**config.mk**
```make
export PLATFORM = sky130hd
export DESIGN_NAME = pipe_stage_reg
export DESIGN_NICKNAME = d
export VERILOG_FILES = /design/src/rtl/cpu_pipe_pkg.sv /design/src/rtl/pipe_slot.sv /design/src/rtl/pipe_stage_reg.sv
export SDC_FILE = /design/constraint.sdc
export NUM_CORES = 1
export LEC_CHECK = 0
export CORE_AREA = 3 3 219 221
export DETAILED_ROUTE_END_ITERATION = 16
export DIE_AREA = 0 0 222 224
export GPL_TIMING_DRIVEN = 0
export PLACE_DENSITY = 0.62
export SYNTH_ARGS = -nofsm -noshare
export SYNTH_HDL_FRONTEND = slang
export SYNTH_SLANG_ARGS = --single-unit
```
**constraint.sdc**
```tcl
create_clock -name clk -period 4.5 [get_ports clk]
set_input_delay 0.9 -clock clk [delete_from_list [all_inputs] [get_ports clk]]
set_output_delay 0.9 -clock clk [all_outputs]
set_load 0.02 [all_outputs]
```
**src/rtl/cpu_pipe_pkg.sv**
```systemverilog
`default_nettype none
// ============================================================================
// Module  : cpu_pipe_pkg
// Brief   : Control-bundle field offsets, bubble constant and kill-count helper.
// Rev     : 1.0
// ============================================================================
package cpu_pipe_pkg;

  localparam int CTRL_W_DEFAULT = 16;

  localparam int CTRL_REGWRITE = 0;
  localparam int CTRL_MEMWRITE = 1;
  localparam int CTRL_MEMREAD  = 2;
  localparam int CTRL_BRANCH   = 3;
  localparam int CTRL_JUMP     = 4;
  localparam int CTRL_ALUSRC   = 5;
  localparam int CTRL_MEMTOREG = 6;

  localparam logic [CTRL_W_DEFAULT-1:0] CTRL_BUB = '0;

  localparam int KILL_W = 8;

  function automatic logic [KILL_W-1:0] kill_sat_add(input logic [KILL_W-1:0] cnt,
                                                     input logic [3:0]        inc);
    logic [KILL_W:0] sum;
    sum = {1'b0, cnt} + {{(KILL_W-3){1'b0}}, inc};
    return sum[KILL_W] ? {KILL_W{1'b1}} : sum[KILL_W-1:0];
  endfunction

endpackage : cpu_pipe_pkg
`default_nettype wire

```
**src/rtl/pipe_slot.sv**
```systemverilog
`default_nettype none
// ============================================================================
// Module  : pipe_slot
// Brief   : One valid/data/ctrl pipeline slot; with PIPE_SKID_EN a 1-entry
//           skid buffer is added and upstream ready becomes registered.
// Rev     : 1.0
// ============================================================================
module pipe_slot #(
  parameter int                DATA_W   = 256,
  parameter int                CTRL_W   = 16,
  parameter logic [CTRL_W-1:0] CTRL_BUB = '0
) (
  input  logic              clk,
  input  logic              reset,
  input  logic              flush,
  input  logic              i_up_valid,
  input  logic [DATA_W-1:0] i_up_data,
  input  logic [CTRL_W-1:0] i_up_ctrl,
  output logic              o_dn_valid,
  output logic [DATA_W-1:0] o_dn_data,
  output logic [CTRL_W-1:0] o_dn_ctrl,
  input  logic              i_dn_ready,
`ifdef PIPE_SKID_EN
  output logic              o_up_ready,
`endif
  output logic [1:0]        o_held
);
  import cpu_pipe_pkg::*;

  logic              r_valid;
  logic [DATA_W-1:0] r_data;
  logic [CTRL_W-1:0] r_ctrl;
  logic              w_main_free;

  // Main register may take a new beat when empty or when its beat leaves now.
  assign w_main_free = !r_valid || i_dn_ready;

`ifdef PIPE_SKID_EN
  logic              r_skid_valid;
  logic [DATA_W-1:0] r_skid_data;
  logic [CTRL_W-1:0] r_skid_ctrl;

  assign o_up_ready = !r_skid_valid;
  assign o_held     = {r_valid & r_skid_valid, r_valid ^ r_skid_valid};

  always_ff @(posedge clk) begin
    if (reset) begin
      r_valid      <= 1'b0;
      r_data       <= '0;
      r_ctrl       <= CTRL_BUB;
      r_skid_valid <= 1'b0;
      r_skid_data  <= '0;
      r_skid_ctrl  <= CTRL_BUB;
    end else if (flush) begin
      r_valid      <= 1'b0;
      r_ctrl       <= CTRL_BUB;
      r_skid_valid <= 1'b0;
      r_skid_ctrl  <= CTRL_BUB;
    end else if (r_skid_valid) begin
      if (w_main_free) begin
        r_valid      <= 1'b1;
        r_data       <= r_skid_data;
        r_ctrl       <= r_skid_ctrl;
        r_skid_valid <= 1'b0;
        r_skid_ctrl  <= CTRL_BUB;
      end
    end else if (i_up_valid) begin
      if (w_main_free) begin
        r_valid <= 1'b1;
        r_data  <= i_up_data;
        r_ctrl  <= i_up_ctrl;
      end else begin
        r_skid_valid <= 1'b1;
        r_skid_data  <= i_up_data;
        r_skid_ctrl  <= i_up_ctrl;
      end
    end else if (w_main_free) begin
      r_valid <= 1'b0;
      r_ctrl  <= CTRL_BUB;
    end
  end
`else
  assign o_held = {1'b0, r_valid};

  always_ff @(posedge clk) begin
    if (reset) begin
      r_valid <= 1'b0;
      r_data  <= '0;
      r_ctrl  <= CTRL_BUB;
    end else if (flush) begin
      r_valid <= 1'b0;
      r_ctrl  <= CTRL_BUB;
    end else if (w_main_free) begin
      r_valid <= i_up_valid;
      if (i_up_valid) begin
        r_data <= i_up_data;
        r_ctrl <= i_up_ctrl;
      end else begin
        r_ctrl <= CTRL_BUB;
      end
    end
  end
`endif

  assign o_dn_valid = r_valid;
  assign o_dn_data  = r_data;
  assign o_dn_ctrl  = r_ctrl;

endmodule : pipe_slot
`default_nettype wire

```
**src/rtl/pipe_stage_reg.sv**
```systemverilog
`default_nettype none
// ============================================================================
// Module  : pipe_stage_reg
// Brief   : Elastic inter-stage pipeline register (STAGES slots) with flush,
//           saturating kill counter and bubble-forced control output.
//           Optional skid buffers / registered in_ready via PIPE_SKID_EN.
// Rev     : 1.0
// ============================================================================
module pipe_stage_reg #(
  parameter int                DATA_W   = 256,
  parameter int                CTRL_W   = 16,
  parameter int                STAGES   = 1,
  parameter logic [CTRL_W-1:0] CTRL_BUB = CTRL_W'(cpu_pipe_pkg::CTRL_BUB)
) (
  input  logic              clk,
  input  logic              reset,
  input  logic              flush,
  input  logic              in_valid,
  output logic              in_ready,
  input  logic [DATA_W-1:0] in_data,
  input  logic [CTRL_W-1:0] in_ctrl,
  output logic              out_valid,
  input  logic              out_ready,
  output logic [DATA_W-1:0] out_data,
  output logic [CTRL_W-1:0] out_ctrl,
  output logic [7:0]        kill_cnt
);
  import cpu_pipe_pkg::*;

  logic              w_valid [STAGES+1];
  logic [DATA_W-1:0] w_data  [STAGES+1];
  logic [CTRL_W-1:0] w_ctrl  [STAGES+1];
  logic              w_ready [STAGES+1];
  logic [1:0]        w_held  [STAGES];
  logic [3:0]        w_kill_inc;
  logic [7:0]        r_kill_cnt;

  assign w_valid[0] = in_valid;
  assign w_data[0]  = in_data;
  assign w_ctrl[0]  = in_ctrl;

  generate
    for (genvar g = 0; g < STAGES; g++) begin : g_slot
      pipe_slot #(
        .DATA_W   (DATA_W),
        .CTRL_W   (CTRL_W),
        .CTRL_BUB (CTRL_BUB)
      ) u_slot (
        .clk        (clk),
        .reset      (reset),
        .flush      (flush),
        .i_up_valid (w_valid[g]),
        .i_up_data  (w_data[g]),
        .i_up_ctrl  (w_ctrl[g]),
        .o_dn_valid (w_valid[g+1]),
        .o_dn_data  (w_data[g+1]),
        .o_dn_ctrl  (w_ctrl[g+1]),
        .i_dn_ready (w_ready[g+1]),
`ifdef PIPE_SKID_EN
        .o_up_ready (w_ready[g]),
`endif
        .o_held     (w_held[g])
      );
    end
  endgenerate

`ifdef PIPE_SKID_EN
  assign w_ready[STAGES] = out_ready;
`else
  // Ready ripples back from the head: a slot frees when empty or when its beat moves on.
  always_comb begin
    w_ready[STAGES] = out_ready;
    for (int i = STAGES - 1; i >= 0; i--) begin
      w_ready[i] = !w_valid[i+1] || w_ready[i+1];
    end
  end
`endif

  assign in_ready = w_ready[0];

  always_comb begin
    w_kill_inc = {3'b000, in_valid};
    for (int i = 0; i < STAGES; i++) begin
      w_kill_inc = w_kill_inc + {2'b00, w_held[i]};
    end
  end

  always_ff @(posedge clk) begin
    if (reset) begin
      r_kill_cnt <= '0;
    end else if (flush) begin
      r_kill_cnt <= kill_sat_add(r_kill_cnt, w_kill_inc);
    end
  end

  assign kill_cnt  = r_kill_cnt;
  assign out_valid = w_valid[STAGES];
  assign out_data  = w_data[STAGES];
  assign out_ctrl  = w_valid[STAGES] ? w_ctrl[STAGES] : CTRL_BUB;

endmodule : pipe_stage_reg
`default_nettype wire
```
==> impl_metrics.ini <==
[timing]
finalSetupViolCount = 0
rsz0062_at_grt = false
achievable-frequency_mhz = 280
fin_crit_ns = 3.57
final_worst_path_cycle_share_pct = 79.4
tightestPinTransition_ns = 0.854
fin_worst_skew_ns = 0.0120
timing_hold_violations_final = 0
slew_headroom_pct = 43.1
drv_slew = 0
setup-tns-final_ns = 0

[critical_path]
worst-path-buf-inv = 6
worst_setup_path_end_kind = output pin
cp_cell_instances = clkdlybuf4s50_1 > nor2b_4 > buf_6 > inv_4 > buf_6 > buf_6 > clkdlybuf4s50_1
timing.critical_path.max_delay_family = buffers and inverters
path_max_fanout = 10
crit_path_frequent_cell = buf_6
slowest_delay_ns = 0.61
crit_arrival_ns = 2.67
crit_path_start_kind = input pin
crit_slowest_cell = clkdlybuf4s50_1
timing.critical_path.required_ns = 3.60
worst-setup-path-type = input pin to output pin
reg2reg_slack_ns = 2.49

[global_routing]
grt_max_degree = 13
antenna_found_initial = 1
first_global_vias = 12212
grtUsageMet2_pct = 32.8
first_pass_grt_wire_length_um = 72700
gr-usage-met3_pct = 5.19
global_route.usage.total_pct = 18.5
grt.busiest_layer = met2
met1_usage_pct = 21.5
global_route.overflow_total = 0

[clock_tree]
numClockSinks = 281
tritoncts = built
cts_buffers = 35
clock_tree_root_driver_cell = clkbuf_16
cts_repair_resize_count = 0
maximum_clock_insertion_buffer_count = 3
clk-insertion-delay-late_ns = 0.51
cts_htree_levels = 2
post_cts.repair.setup_buffers = 0
cts-hold-fix-buffers = 0
clock_transition_time_at_the_flip_flop_clock_pins_of_the_worst_setup_and_hold_paths_ns = 0.06

[layout]
register_area_um2 = 5630
nFillCells = 4663
areaGrowthSynthToFinish_pct = 68.2
finish.utilization_pct = 39.9
multiInputGateArea_um2 = 4430
diodes = 0
drive_gt1_share_pct = 7.84
final_net_count = 2180

[synth]
synth.net_count = 1585
yosysTopAreaCell = dfxtp_1
synth_cells = 1306
synth.yosys.seq_area_share_pct = 51.1
ys_top_cells_by_area = dfxtp_1, a21oi_1, nand3_1
ys_seq_elements = 281
yosysTopAreaCellShare_pct = 51.1
yosysUniqueCellTypes = 30
avgSynthCellArea_um2 = 8.43
ys_top_cells_by_count = dfxtp_1, a21oi_1, nand3_1
yosysWarningCount = 0
synth-edff-count = 0
yosysMostFrequentCell = dfxtp_1
synth_async_reset_ratio_pct = 0
syn_area_um2 = 11000
ys_dominant_reg_cell = dfxtp_1

[floorplanning]
io_pins = 559
die_h_um = 224
floorplan.core_area_um2 = 46400
fp.dieArea_um2 = 49700
floorplan.initialDensity_pct = 23.7
std_cell_rows = 79
fp.dieW_um = 222

[routing]
num_vias = 12312
drt_first_iter_violations = 745
via_count_normalized_by_instance_count = 4.86
finalWirelength_um = 49000
detail_route.wl_per_cell_um = 19.3
detail-route-antenna-nets = 0
detail_route.first_pass.iterations = 5
detailed_route_drc_error_count = 0

[power_and_ir_drop]
total_leakage_power_uw = 0.00644
vdd_ir_drop_max_uv = 257
power_density_nw_per_um2 = 351

[place]
place_congestion = 0.890
io_buffers = 558
place_hpwl_um = 37700

[run]
max_capacitance_violation_count = 0

[run_status]
status = completed

[worst_hold_path]
hold_class = register to register
sequential cells by signal, indices dropped and copies added, names as in the netlist:
signal,flops
g_slot.u_slot.o_dn_data,256
g_slot.u_slot.o_dn_ctrl,16
kill_cnt,8
g_slot.u_slot.o_dn_valid,1
cells by family after synthesis:
family | after synthesis | synth area share, %
compound gates | 542 | 25.0
simple gates | 325 | 15.0
flops | 281 | 51.1
buf+inv | 156 | 8.66
fa+ha+maj | 2 | 0.296
power by group:
part	internal (µW)	switching [µW]
logic	516	501
clock network	1710	1100
registers	2600	60.5
layer usage:
metal,share of wire (%),up-vias
met1,40,5909
li1,-,5865
met2,50,466
met3,7.6,70
met5,0.041,-
met4,2.6,2
cells in the final DEF, fill, tap and decap left out, types with 2 or more instances in the layout:
cell type / synthesis / routed
and3_1: 6 / 6
and2_1: 16 / 16
buf_4: 20 / 20
clkbuf_1: 59 / 67
nor2_1: 5 / 5
clkbuf_8: 0 / 9
buf_2: 16 / 16
inv_1: 3 / 3
a211oi_1: 5 / 5
o21ai_1: 7 / 7
a31oi_1: 2 / 2
clkinv_2: 0 / 5
clkbuf_16: 0 / 37
buf_6: 32 / 32
nand2_1: 18 / 18
inv_6: 0 / 2
nand3_1: 273 / 273
a21oi_1: 274 / 274
a311oi_1: 4 / 4
dfxtp_1: 281 / 281
clkbuf_2: 24 / 24
o21ai_0: 249 / 249
clkdlybuf4s50_1: 0 / 558
path summary, 6_finish.rpt:
kind	start	to	depth (start not counted)
setup / recovery	out_ready	in_ready	7
hold / removal	g_slot[0].u_slot.o_dn_ctrl[9]	g_slot[0].u_slot.o_dn_ctrl[9]	2
setup reg to reg	g_slot[0].u_slot.o_dn_valid	kill_cnt[0]	5
hold reg to reg	g_slot[0].u_slot.o_dn_ctrl[9]	g_slot[0].u_slot.o_dn_ctrl[9]	2
tightest hold or removal path: stages, from the launching register on:
cell	delay, ns
dfxtp_1	0.30
nand2_1	0.05
a21oi_1	0.05
final cells by class:
type,count,area share (%)
Clock inverter,9,0.433
Timing Repair Buffer,558,30.2
Sequential cell,281,30.4
Multi-Input combinational cell,869,23.9
Inverter,4,0.0946
Tap cell,607,4.10
Buffer,152,5.06
Clock buffer,54,5.83
per-stage QoR:
stage / worst slack [ns] / power [µW] / instance area, µm² / hold WS [ns] / cells
2_1_floorplan: 2.13 / 3130 / 11000 / 0.427 / 1306
3_3_place_gp: 0.908 / 3720 / 17400 / 0.438 / 2471
3_5_place_dp: 0.907 / 3730 / 17400 / 0.444 / 2471
4_1_cts: 0.901 / 6580 / 18500 / 0.454 / 2534
5_1_grt: 0.839 / 6740 / 18500 / 0.467 / 2534
6_report: 0.928 / 6490 / 18500 / 0.450 / 2534
No activity file was read; power rests on OpenSTA's default activity.
